`src/rtl/hello_tx.sv`:
```
// Byte-stream source for the hello detector: emits "hello" repeat_cnt times over a
// valid/ready link, with optional idle gaps and optional corruption of the very last byte.
module hello_tx #(
   parameter int unsigned GAP_CYCLES = 0
) (
   input  logic       sys_clk,
   input  logic       reset_n,
   input  logic       start,
   input  logic [7:0] repeat_cnt,
   input  logic       err_en,
   input  logic       abort,
   input  logic       data_out_ready,
   output logic [7:0] data_out,
   output logic       data_out_valid,
   output logic       busy,
   output logic       done,
   output logic [7:0] words_sent
);

   typedef enum logic [6:0] {
      IDLE    = 7'b0000001,
      SEND_H  = 7'b0000010,
      SEND_E  = 7'b0000100,
      SEND_L1 = 7'b0001000,
      SEND_L2 = 7'b0010000,
      SEND_O  = 7'b0100000,
      GAP     = 7'b1000000
   } state_t;

   // Gap counter runs GAP_CYCLES-1 down to 0, so it never needs to hold GAP_CYCLES itself.
   localparam int unsigned GW = (GAP_CYCLES > 1) ? $clog2(GAP_CYCLES) : 1;

   state_t          state_q, state_d;
   state_t          ret_q, ret_d;
   logic [GW-1:0]   gap_q, gap_d;
   logic [7:0]      rem_q, rem_d;
   logic            err_q, err_d;
   logic [7:0]      words_q, words_d;
   logic [7:0]      data_q, data_d;
   logic            valid_q, valid_d;
   logic            busy_q, busy_d;
   logic            done_q, done_d;
   logic            fin;
   logic            accept;
   logic            last_word;

   assign accept    = valid_q & data_out_ready;
   assign last_word = (rem_q == 8'd1);

   function automatic state_t succ(input state_t s);
      case (s)
         SEND_H:  return SEND_E;
         SEND_E:  return SEND_L1;
         SEND_L1: return SEND_L2;
         SEND_L2: return SEND_O;
         SEND_O:  return SEND_H;
         default: return IDLE;
      endcase
   endfunction

   // The final "o" of the run becomes "O" when error injection was latched.
   function automatic logic [7:0] char_of(input state_t s, input logic final_err);
      case (s)
         SEND_H:  return 8'h68;
         SEND_E:  return 8'h65;
         SEND_L1: return 8'h6C;
         SEND_L2: return 8'h6C;
         SEND_O:  return final_err ? 8'h4F : 8'h6F;
         default: return 8'h00;
      endcase
   endfunction

   always_ff @(posedge sys_clk) begin
      if (!reset_n) begin
         state_q <= IDLE;
         ret_q   <= IDLE;
         gap_q   <= '0;
         rem_q   <= 8'd0;
         err_q   <= 1'b0;
         words_q <= 8'd0;
         data_q  <= 8'h00;
         valid_q <= 1'b0;
         busy_q  <= 1'b0;
         done_q  <= 1'b0;
      end else begin
         state_q <= state_d;
         ret_q   <= ret_d;
         gap_q   <= gap_d;
         rem_q   <= rem_d;
         err_q   <= err_d;
         words_q <= words_d;
         data_q  <= data_d;
         valid_q <= valid_d;
         busy_q  <= busy_d;
         done_q  <= done_d;
      end
   end

   always_comb begin
      state_d = state_q;
      ret_d   = ret_q;
      gap_d   = gap_q;
      rem_d   = rem_q;
      err_d   = err_q;
      words_d = words_q;
      fin     = 1'b0;
      case (state_q)
         IDLE: begin
            if (start) begin
               rem_d   = (repeat_cnt == 8'd0) ? 8'd1 : repeat_cnt;
               err_d   = err_en;
               words_d = 8'd0;
               state_d = SEND_H;
            end
         end
         GAP: begin
            if (gap_q == '0) state_d = ret_q;
            else             gap_d   = gap_q - 1'b1;
         end
         default: begin
            if (accept) begin
               if (state_q == SEND_O) begin
                  if (words_q != 8'hFF) words_d = words_q + 8'd1;
                  rem_d = rem_q - 8'd1;
               end
               if (state_q == SEND_O && last_word) begin
                  state_d = IDLE;
                  fin     = 1'b1;
               end else if (GAP_CYCLES > 0) begin
                  state_d = GAP;
                  ret_d   = succ(state_q);
                  gap_d   = GW'(GAP_CYCLES - 1);
               end else begin
                  state_d = succ(state_q);
               end
            end
         end
      endcase
      // Abort still lets a same-cycle acceptance count, but suppresses done.
      if (abort && state_q != IDLE) begin
         state_d = IDLE;
         fin     = 1'b0;
      end
   end

   always_comb begin
      valid_d = state_d inside {SEND_H, SEND_E, SEND_L1, SEND_L2, SEND_O};
      busy_d  = (state_d != IDLE);
      done_d  = fin;
      data_d  = valid_d ? char_of(state_d, err_d && rem_d == 8'd1) : data_q;
   end

   assign data_out       = data_q;
   assign data_out_valid = valid_q;
   assign busy           = busy_q;
   assign done           = done_q;
   assign words_sent     = words_q;

endmodule

```
`config.mk`:
```
export PLATFORM = sky130hd
export DESIGN_NAME = hello_tx
export DESIGN_NICKNAME = d
export VERILOG_FILES = /design/src/rtl/hello_tx.sv
export SDC_FILE = /design/constraint.sdc
export NUM_CORES = 1
export LEC_CHECK = 0
export ABC_CLOCK_PERIOD_IN_PS = 3900
export CAP_MARGIN = 20
export CORE_ASPECT_RATIO = 2
export CORE_MARGIN = 5
export CORE_UTILIZATION = 60
export CTS_BUF_LIST = sky130_fd_sc_hd__clkbuf_4 sky130_fd_sc_hd__clkbuf_8
export CTS_CLUSTER_DIAMETER = 60
export DETAILED_ROUTE_END_ITERATION = 10
export DONT_BUFFER_PORTS = 1
export GPL_TIMING_DRIVEN = 1
export PLACE_DENSITY = 0.78
export SLEW_MARGIN = 20
export SYNTH_ARGS = -nofsm -noshare
export SYNTH_HDL_FRONTEND = slang
export SYNTH_SLANG_ARGS = --single-unit
```
`constraint.sdc`:
```
create_clock -name sys_clk -period 3.9 [get_ports sys_clk]
set_input_delay 1.17 -clock sys_clk [delete_from_list [all_inputs] [get_ports sys_clk]]
set_output_delay 1.17 -clock sys_clk [all_outputs]
set_load 0.01 [all_outputs]
```
### Word-level counts from Yosys, hierarchy flattened

Cells that the tools add are included.

* bits in registers: 36
* input bits: 14
* output and inout bits: 19
* word-level logic and storage cells: 68

* $add $sub $neg: 3
* equality and inequality tests: 18
* mux-type cells: 23
* bitwise logic cells: 4
* reduce and logical (&&, ||, !) cells: 11

Operator list (count)
* two-way mux 8 bit: 8
* one-hot mux 8 bit (2 select lines): 2
* one-hot mux 6 bit (5 select lines): 1
* two-way mux 7 bit: 4
* one-hot mux 7 bit (4 select lines): 1
* == test 8 x 1 -> 1 bit, second input constant: 2
* == test 7 x 2 -> 1 bit, second input constant: 2
* == test 7 x 3 -> 1 bit, second input constant: 2
* == test 7 x 4 -> 1 bit, second input constant: 2
* == test 7 x 5 -> 1 bit, second input constant: 2
* == test 7 x 6 -> 1 bit, second input constant: 2
* != test 7 x 1 -> 1 bit, second input constant: 2
* one-hot mux 7 bit (2 select lines): 1
* two-way mux 6 bit: 2
* adder 8 x 1 -> 8 bit, second input constant: 1
* logical NOT 8 bit: 1
* != test 8 bit, second input constant: 1
* subtractor 8 x 1 -> 8 bit, second input constant: 1
* == test 7 x 1 -> 1 bit, second input constant: 1
* == test 7 bit, second input constant: 1
* nonzero test 2 bit: 3
* AND reduction 5 bit: 1
* nonzero test 5 bit: 1
* OR reduction 5 bit: 1
* 7 further kinds: 14

### Depth between registers and ports, before layout

* word-level depth: 9
* depth in mapped cells: 9
* depth with buffers taken out: 8

### Least setup slack after synthesis

Ideal clock, no wire load.

* path type: input -> register
* start point: in data_out_ready
* end point: reg data_q[5] (netlist: data_out[5])
* setup time: 121 ps
* arrival: 2744 ps
* path slack: 1035 ps
* stages on the path: 8
* path buffers: 1
* cells stage by stage: and2_1 > buf_1 > nand4_2 > o311a_1 > nor3_1 > nand4_1 > nor4_2 > o2bb2ai_1

* longest elaborated chain between the ends: 7
* elaborated cells on any way between the ends: 17
* classes of those cells: 6 x eq/ne; 7 x mux; 1 x bitwise; 3 x reduce/logical

RTL lines
* start: declaration: line 12 `input logic data_out_ready,`
* AND 1 bit (*): line 47 `assign accept = valid_q & data_out_ready;`
* two-way mux 7 bit or two-way mux 8 bit (tied branches): line 121 `if (accept) begin`
* one-hot mux 7 bit (2 select lines) or one-hot mux 8 bit (2 select lines) (tied branches): line 107 `case (state_q)`
* two-way mux 7 bit or == test 8 x 1 -> 1 bit (tied branches): line 140, 150
* == test 7 x 4 -> 1 bit (tied with other cells): line 63, 147
* OR reduction 2 bit (no source line) or two-way mux 6 bit (tied branches)
* one-hot mux 7 bit (4 select lines): line 63 `case (s)`
* end signal: assignment: line 92 `data_q <= data_d;`
* end: declaration: line 39 `logic [7:0] data_q, data_d;`

Mark *: on every way between the ends. The rest lies on a longest branch, timed or not.
A chain may end at the register's enable or synchronous reset.

### Worst setup path after layout

* start point: in data_out_ready
* end point: reg data_q[6] (netlist: data_out[6])

* longest elaborated chain between the ends: 7
* elaborated cells on any way between the ends: 12
* classes of those cells: 5 x eq/ne; 4 x mux; 1 x bitwise; 2 x reduce/logical

RTL lines
* AND 1 bit (*): line 47
* two-way mux 7 bit (*): line 121
* one-hot mux 7 bit (2 select lines) (*): line 107
* two-way mux 7 bit (*): line 140 `if (abort && state_q != IDLE) begin`
* == test 7 x 4 -> 1 bit or == test 7 x 5 -> 1 bit (tied branches): line 63, 147
* OR reduction 2 bit (no source line)
* one-hot mux 7 bit (4 select lines): line 63

Marked as above.

==> summary.md <==
| Metric | Value |
|---|---|
| Reg clk slew, reported paths | 60 ps |
| TritonCTS clock tree | done |
| Sequential Power Share | 0.504 |
| Crit share post-route | 0.693 |
| Synth area leaders | dfxtp_1, nor2_1, nand2_1 |
| Final setup margin | 1200 ps |
| GRT overflow | 0 |
| List of most frequent post-synthesis cells | dfxtp_1, nor2_1, nand2_1 |
| Slowest stage delay, CP | 330 ps |
| Die outline area | 4720 um^2 |
| Via count of the first global-routing pass | 1,890 |
| Fraction of layout cells with a size suffix above 1 | 0.111 |
| Via count | 1,897 |
| Crit path capture type | flip-flop |
| # Post-CTS Setup Buffers | 0 |
| Post-synth EDFFs | 0 |
| Clock Power Share | 0.346 |
| Post-DR vias/cell | 6.90 |
| Ys flop type | dfxtp_1 |
| Hold_ws | 505 ps |
| Reg2Reg Depth | 7 |
| Met1 GRT Util | 0.242 |
| Port-buffer cells | 0 |
| Status | finished, final reports clean |
| Internal power | 0.525 mW |
| WL per Instance | 19.1 um |
| Clock skew | 6.56 ps |
| Post-synthesis cell type count | 59 |
| FF+latch area | 661 um^2 |
| Routability cong. | 0.976 |
| # clock sinks | 33 |
| Part of the power in combinational logic | 0.151 |
| Met3 Use GR | 0.0644 |
| Synth-to-layout area growth | 2.34% |
| TNS Setup | 0 ps |
| Fin. Hold Viols | 0 |
| Critical Path RT | 4070 ps |
| Async S/R FF share, synth | 0 |
| Dominant cell by count in the synthesized netlist | dfxtp_1 |
| Post-Place Setup Slack | 927 ps |
| I/O pin count | 33 |
| Dpl cells | 267 |
| Core ar. | 3340 um^2 |
| Clock latency at the later pin of the worst-skew pair | 290 ps |
| Critical path depth | 7 |
| Syn_area_per_cell | 8.23 um^2 |
| Crit path max fanout | 10 |
| Largest net degree at the start of global routing | 17 |
| CP Buf/Inv Count | 0 |
| Busiest grt layer | met2 |
| Share of the synthesized area in the top cell type | 0.325 |
| Multi-input logic area | 1250 um^2 |
| Slew headroom | 0.594 |
| # diodes | 0 |
| Ys Warns | 0 |
| Total Power | 0.739 mW |
| Static Leak | 0.730 nW |
| Initial antenna violation count | 0 |
| Mapped Cells | 247 |
| Max Buffers Root-to-Sink | 2 |
| # rows | 30 |
| Min Tclk post-route | 2700 ps |
| CP Cell Sequence | and2_1 -> nand3_4 -> o211ai_1 -> and4bb_2 -> a31oi_1 -> nor2_1 -> o31a_1 |
| Non-Filler Instances | 275 |
| Die span in y | 92.3 um |
| First-pass GRT wire length | 8730 um |
| Final HPWL DP | 3970 um |
| Filler instances | 287 |
| #FFs+latches synth | 33 |
| Fmax | 0.370 GHz |
| Worst Path Class, Setup | primary input to flip-flop |
| DR iter-0 viols | 80 |
| Detailed Routing Iterations Pass 1 | 4 |
| Max Cap Violations | 0 |
| Cell Area, Placed | 1990 um^2 |
| Worst-margin pin slew | 607 ps |
| Register area share after synthesis | 0.325 |
| DR DRC count | 0 |
| Routed Antenna Nets | 0 |
| CTS Hold Bufs | 0 |
| Die width | 51.2 um |
| Worst ir drop on vdd | 0.365 mV |
| Fin area | 2080 um^2 |
| Fraction of power spent switching nets | 0.290 |
| # nets final | 259 |
| CP max stage cell | and2_1 |
| Met2 usage | 0.420 |
| Post-Syn Area | 2030 um^2 |
| Gr usage total | 0.240 |
| Final max-slew violation count | 0 |
| Pwr dens | 355 nW/um^2 |
| Synth area leader | dfxtp_1 |
| Initial Utilization | 0.608 |
| RSZ-0062 raised after global routing | false |
| HP Class | flip-flop to flip-flop |
| CP top delay family | simple AND/OR/NAND/NOR gates |
| Post-layout util | 0.622 |
| Resized cells post-CTS | 0 |
| CTS Buf Count | 5 |
| Htree depth | 2 |
| Data arrival, critical path | 2880 ps |
| WHS Path Cells | 2 |
| Final WL | 5250 um |
| Startpoint type of the worst setup path | primary input |
| Final Setup Violations | 0 |
| CTS root buf | clkbuf_8 |
| Switching Power | 0.214 mW |
## worst paths after layout
| kind | from | end | slack, ps |
|---|---|---|---|
| max reg2reg | state_q[0]$_SDFF_PN1_ | data_out[2]$_SDFFE_PN0P_ | 1250 |
| min | err_q$_SDFF_PN0_ | err_q$_SDFF_PN0_ | 500 |
| min reg2reg | err_q$_SDFF_PN0_ | err_q$_SDFF_PN0_ | 500 |
| max | data_out_ready | data_out[6]$_SDFFE_PN0P_ | 1200 |
## worst register-to-register path, cell delays in order, from the launching register on
cell	delay, ps
dfxtp_1	580
nor4b_4	450
and3_1	450
o21a_1	200
a21boi_2	310
nand4_1	200
a22o_1	270
a21oi_1	120
## per-layer routing
layer / share of wire / vias up / wire length [um]
li1: - / 907 / -
met1: 0.35 / 880 / 1830
met2: 0.54 / 88 / 2830
met3: 0.076 / 22 / 398
met4: 0.037 / 0 / 192
met5: 0 / - / 0
## power by group through the flow
stage / clock, mW / sequential, mW / combinational, mW
after floorplan: 0 / 0.371 / 0.0991
after global placement: 0 / 0.379 / 0.109
after detailed placement: 0 / 0.379 / 0.110
after CTS: 0.259 / 0.372 / 0.110
after global routing: 0.277 / 0.374 / 0.122
final: 0.255 / 0.372 / 0.111
## layout make-up
cell class | instances | area share
Inverter | 10 | 0.0181
Multi-Input combinational cell | 192 | 0.603
Sequential cell | 33 | 0.318
Clock inverter | 2 | 0.00481
Tap cell | 32 | 0.0193
Clock buffer | 6 | 0.0367
## cell families after synthesis
kind of cell	after synthesis	share of synthesized area
buffers and inverters	23	0.0591
flip-flops	33	0.325
multiplexers	4	0.0197
other	1	0.00185
XOR/XNOR	7	0.0302
adder cells (fa/ha/maj)	3	0.0185
AND/OR/NAND/NOR	104	0.304
AO/OA/AOI/OAI	72	0.242
## state kept, by name, summed over array words and instances, names as in the netlist
name and flops:
busy 1, state_q 7, data_out 6, words_sent 8
done 1, data_out_valid 1, err_q 1, rem_q 8
## placed cells by master, fill, tap and decap left out, types with 4 or more instances in the layout
cell       n
xor2_1     7
clkbuf_8   5
mux2i_1    4
nand3_1    9
o211ai_1   5
nand2_1   23
a21oi_1   14
nand4_1   12
dfxtp_1   33
or3_1      4
nor2_1    24
and2_1     4
a31oi_1    9
o21ai_0   17
nor3_1     6
o21a_1     4
inv_1     10
Note: power is estimated with default switching activity, not from simulation.
